### config.mk
export PLATFORM = sky130hd
export DESIGN_NAME = cayde_core_ctrl
export DESIGN_NICKNAME = d
export VERILOG_FILES = /design/src/rtl/cayde_core_ctrl.sv
export SDC_FILE = /design/constraint.sdc
export NUM_CORES = 1
export LEC_CHECK = 0
export CORE_UTILIZATION = 42
export CTS_CLUSTER_DIAMETER = 200
export CTS_CLUSTER_SIZE = 10
export DETAILED_ROUTE_END_ITERATION = 8
export PLACE_DENSITY = 0.81
export SLEW_MARGIN = 20
export SYNTH_ARGS = -nofsm -noshare
export SYNTH_HDL_FRONTEND = slang
export SYNTH_SLANG_ARGS = --single-unit
### constraint.sdc
create_clock -name clk -period 2.3 [get_ports clk]
set_clock_uncertainty 0.05 [all_clocks]
set_input_delay 0.69 -clock clk [delete_from_list [all_inputs] [get_ports clk]]
set_output_delay 0.69 -clock clk [all_outputs]
set_load 0.02 [all_outputs]
### src/rtl/cayde_core_ctrl.sv
// Multi-cycle FETCH..NEXT sequencer for the cayde RV32I core: owns PC/IR and the memory handshakes.
// Define CAYDE_TRAP_EN to vector illegal instructions to TRAP_VEC; otherwise they retire as NOPs.
module cayde_core_ctrl #(
  parameter logic [31:0] RESET_PC = 32'h0000_0000,
  parameter logic [31:0] TRAP_VEC = 32'h0000_0100
) (
  input  logic        clk,
  input  logic        rst_n,
  output logic        imem_req,
  output logic [31:0] imem_addr,
  input  logic        imem_gnt,
  input  logic        imem_rvalid,
  input  logic [31:0] imem_rdata,
  output logic        dmem_req,
  output logic        dmem_we,
  input  logic        dmem_gnt,
  input  logic        dmem_rvalid,
  input  logic        illegal_in,
  input  logic        branch_taken,
  input  logic [31:0] branch_target,
  output logic [31:0] pc_o,
  output logic [31:0] ir_o,
  output logic        alu_en,
  output logic        rf_we,
  output logic        retire,
  output logic        trap_o
);

`ifdef CAYDE_TRAP_EN
  localparam bit TrapEn = 1'b1;
`else
  localparam bit TrapEn = 1'b0;
`endif

  localparam logic [31:0] NopInstr = 32'h0000_0013;
  localparam logic [6:0]  OpR      = 7'b0110011;
  localparam logic [6:0]  OpImm    = 7'b0010011;
  localparam logic [6:0]  OpLoad   = 7'b0000011;
  localparam logic [6:0]  OpStore  = 7'b0100011;
  localparam logic [6:0]  OpBranch = 7'b1100011;
  localparam logic [6:0]  OpJal    = 7'b1101111;
  localparam logic [6:0]  OpLui    = 7'b0110111;

  typedef enum logic [2:0] {
    S_FETCH, S_IWAIT, S_DECODE, S_EXEC, S_MEM, S_MWAIT, S_WB, S_NEXT
  } state_e;

  state_e      state_q, state_d;
  logic [31:0] pc_q, pc_d;
  logic [31:0] ir_q, ir_d;
  logic        illegal_q, illegal_d;

  logic [6:0] opcode;
  logic       is_load, is_store, is_branch, is_jal, legal_op, take_illegal;

  assign opcode       = ir_q[6:0];
  assign is_load      = (opcode == OpLoad);
  assign is_store     = (opcode == OpStore);
  assign is_branch    = (opcode == OpBranch);
  assign is_jal       = (opcode == OpJal);
  assign legal_op     = (opcode == OpR) || (opcode == OpImm) || is_load || is_store ||
                        is_branch || is_jal || (opcode == OpLui);
  assign take_illegal = illegal_in || !legal_op;

  always_ff @(posedge clk or negedge rst_n) begin
    if (!rst_n) begin
      state_q   <= S_FETCH;
      pc_q      <= RESET_PC;
      ir_q      <= NopInstr;
      illegal_q <= 1'b0;
    end else begin
      state_q   <= state_d;
      pc_q      <= pc_d;
      ir_q      <= ir_d;
      illegal_q <= illegal_d;
    end
  end

  always_comb begin
    state_d   = state_q;
    pc_d      = pc_q;
    ir_d      = ir_q;
    illegal_d = illegal_q;
    case (state_q)
      S_FETCH:  if (imem_gnt) state_d = S_IWAIT;
      // rvalid is only meaningful once the grant has been taken
      S_IWAIT: begin
        if (imem_rvalid) begin
          ir_d    = imem_rdata;
          state_d = S_DECODE;
        end
      end
      S_DECODE: begin
        illegal_d = take_illegal;
        if (take_illegal) begin
          if (TrapEn) begin
            pc_d    = TRAP_VEC;
            state_d = S_FETCH;
          end else begin
            state_d = S_NEXT;
          end
        end else begin
          state_d = S_EXEC;
        end
      end
      S_EXEC: begin
        if (is_load || is_store) state_d = S_MEM;
        else if (is_branch)      state_d = S_NEXT;
        else                     state_d = S_WB;
      end
      S_MEM:    if (dmem_gnt) state_d = is_store ? S_NEXT : S_MWAIT;
      S_MWAIT:  if (dmem_rvalid) state_d = S_WB;
      S_WB:     state_d = S_NEXT;
      // an instruction demoted to a NOP must not redirect even with a branch opcode
      S_NEXT: begin
        if (branch_taken && (is_branch || is_jal) && !illegal_q) pc_d = branch_target;
        else                                                     pc_d = pc_q + 32'd4;
        state_d = S_FETCH;
      end
      default:  state_d = S_FETCH;
    endcase
  end

  always_comb begin
    imem_req = rst_n && (state_q == S_FETCH);
    dmem_req = (state_q == S_MEM);
    dmem_we  = (state_q == S_MEM) && is_store;
    alu_en   = (state_q == S_EXEC);
    rf_we    = (state_q == S_WB);
    retire   = (state_q == S_NEXT);
    trap_o   = TrapEn && (state_q == S_DECODE) && take_illegal;
  end

  assign imem_addr = pc_q;
  assign pc_o      = pc_q;
  assign ir_o      = ir_q;

endmodule

==> impl_metrics.py <==
metrics = {
    "status": {
        "status": "complete, but fails checks",
        "violations": "design-rule violations, negative setup slack",
    },
    "global_routing": {
        "grt_pass1_vias": 3885,
        "grt_pass1_wl_mm": 18.6,
        "gr-total-overflow": 0,
        "grt_max_degree": 69,
        "grt_use_total_pct": 24.6,
        "antenna_found_initial": 0,
    },
    "min_path": {
        "hp-start": "illegal_q",
        "worstHoldEndpoint": "illegal_q",
        "whs_path_depth": 1,
        "hp-class": "reg2reg",
    },
    "power": {
        "p_comb_share_pct": 47.2,
        "power.density_nw_per_um2": 969,
        "vdd_drop_max_uv": 734,
        "leakage_nw": 2.48,
        "power.switching_mw": 2.21,
        "clockPowerShare_pct": 20.1,
        "switching_share_pct": 38.1,
        "seq_power_share_pct": 32.7,
        "intPower_mw": 3.59,
    },
    "yosys": {
        "synth-seq-cells": 68,
        "synth_edf_count": 0,
        "yosysWarnings": 0,
        "synth_top_area_share_pct": 42.3,
        "synthTopCellsByCount": "dfrtp_1 (65), mux2_2 (34), buf_4 (33), a21oi_1 (32), nand2_1 (28)",
        "syn_area_um2": 3850,
        "syn_inst": 404,
        "ys_types": 51,
        "synth_seq_area_share_pct": 44.3,
        "synth_ff_type": "dfrtp_1",
        "syn_avg_cell_area_um2": 9.53,
        "yosysMostFrequentCell": "dfrtp_1",
        "async_flop_share_pct": 100,
        "synth_top_area_cell": "dfrtp_1",
        "syn-num-nets": 477,
        "synth_area_leaders": "dfrtp_1 (42%), mux2_2 (9.9%), buf_4 (6.4%)",
    },
    "placement": {
        "hpwl_mm": 8.39,
        "port_buffers": 173,
        "place_congestion": 0.871,
        "place_inst": 671,
    },
    "floorplan": {
        "die_h_um": 97.7,
        "row_count": 34,
        "die_w_um": 97.7,
        "ios": 175,
        "dieArea_um2": 9550,
        "start_util_pct": 43.7,
        "core_area_um2": 8810,
    },
    "timing": {
        "hold_violations": 0,
        "relSlewSlack_pct": 42.0,
        "fin_crit_sh_pct": 102,
        "fmax_mhz": 424,
        "worstMarginPinSlew_ns": 0.869,
        "setup_viol": 1,
        "drv_slew": 0,
        "rsz0062_at_grt": "yes",
        "period_needed_ns": 2.36,
        "worst_hold_slack_ns": 0.454,
        "setup_tns_ns": -0.0570,
        "timing.final.ws_setup_ns": -0.0570,
    },
    "route": {
        "wl_per_cell_um": 16.7,
        "vias": 3839,
        "ant_nets": 0,
        "totalWireLength_mm": 11.5,
        "dr.pass1.iters": 7,
        "viasPerCell": 5.58,
        "drc_errors": 18,
        "drtIter0Drc": 240,
    },
    "final_layout": {
        "nNetsFinal": 648,
        "drive_above_1_share_pct": 20.9,
        "final_util_pct": 67.9,
        "stdcell_count": 688,
        "areaGrowthSynthToFinish_pct": 55.4,
        "diodes": 0,
    },
    "clock_network": {
        "root_buffer": "clkbuf_8",
        "clock-sinks": 68,
        "cts_hold_buf": 0,
        "cts_tree": "done",
        "cts_max_level": 3,
        "cts_buffers": 9,
        "worstSkewPairLatency_ns": 0.36,
        "cts.path.max_buffers": 2,
        "clk_pin_slew_ns": 0.08,
    },
    "critical_path": {
        "critPathRequiredTime_ns": 1.56,
        "r2r_setup_slack_ns": 0.16,
        "cp_slowest_cell": "dfstp_2",
        "r2r-end": "imem_addr[26]",
        "arrival_ns": 1.62,
        "max_stage_delay_ns": 0.54,
        "worst-r2r-cell-count": 5,
        "critPathCaptureType": "output port",
        "crit_fanout": 2,
        "timing.rr.start": "imem_addr[11]",
        "setup.worst_path.class": "reg2out",
        "crit_chain": "nand4bb_1 -> nor3_2 -> and3_1 -> buf_4",
        "start_kind": "register",
    },
    "flow_run": {
        "drv_cap": 0,
    },
}
## through the flow
stage	total power [mW]	worst slack [ns]	area, um2
floorplan	3.29	0.0225	3850
global route	6.09	-0.148	5980
detailed placement	4.66	-0.283	5730
CTS	5.82	-0.140	5960
global placement	4.58	-0.219	5730
finish	5.79	-0.0570	5980
## layout make-up
| cell class | count | area [um2] |
|---|---|---|
| Fill cell | 666 | 2830 |
| Timing Repair Buffer | 217 | 2080 |
| Multi-Input combinational cell | 272 | 1790 |
| Sequential cell | 68 | 1710 |
| Tap cell | 108 | 135 |
| Clock buffer | 9 | 124 |
| Clock inverter | 7 | 109 |
| Inverter | 7 | 26.3 |
## sequential cells by signal (all words and copies together) (netlist names)
register and cells:
illegal_q 1, imem_addr 32, ir_o 32, state_q 3
## worst max-delay path: cells and delay by family, from the launching register on
kind          cells  cell delay [ns]
buf+inv           1             0.14
flops             1             0.54
simple gates      3             0.58
## layer usage
layer	wire length, um	track usage [%]	up-vias
li1	-	-	1793
met1	4700	29.5	1837
met2	5570	40.6	174
met3	870	6.40	35
met4	362	13.1	0
met5	0	0	-
## placed cells by master, fill, tap and decap left out, types with 10 or more instances in the layout
master	instances
nand4_1	11
nor2_1	25
o21ai_0	16
nor3_1	16
buf_4	43
nand3_1	21
nand2_1	28
clkdlybuf4s50_1	154
dfrtp_1	61
and3_1	10
a21oi_1	32
mux2_2	34
## kinds of logic after synthesis
family,synth area share (%)
xor+xnor,0.455
simple gates,20.6
other cells,0.0974
buf+inv,9.59
mux,10.5
fa+ha+maj,0.325
compound gates,14.0
flops,44.3
## power by group through the flow
stage	sequential (mW)	clock, mW	combinational, mW
final	1.90	1.16	2.74
after detailed placement	1.90	0	2.76
after CTS	1.89	1.18	2.75
after global routing	1.95	1.23	2.91
after floorplan	2.30	0	0.992
after global placement	1.87	0	2.71
## repair_timing
item                       CTS  global route
pin swaps                    0             2
gates resized for setup     15            17
setup endpoints to repair   10            17
buffers inserted             0             1
## how the worst max path moves through the flow
stage | startpoint | endpoint | slack, ns | depth (start not counted)
after floorplan | state_q[2] | dmem_we | 0.02 | 3
after global placement | branch_taken | imem_addr[0] | -0.22 | 6
after detailed placement | branch_taken | imem_addr[1] | -0.28 | 6
after CTS | ir_o[1] | dmem_we | -0.14 | 4
after global routing | ir_o[1] | dmem_we | -0.15 | 4
final | ir_o[1] | dmem_we | -0.06 | 4
(Power assumes the default switching activity.)
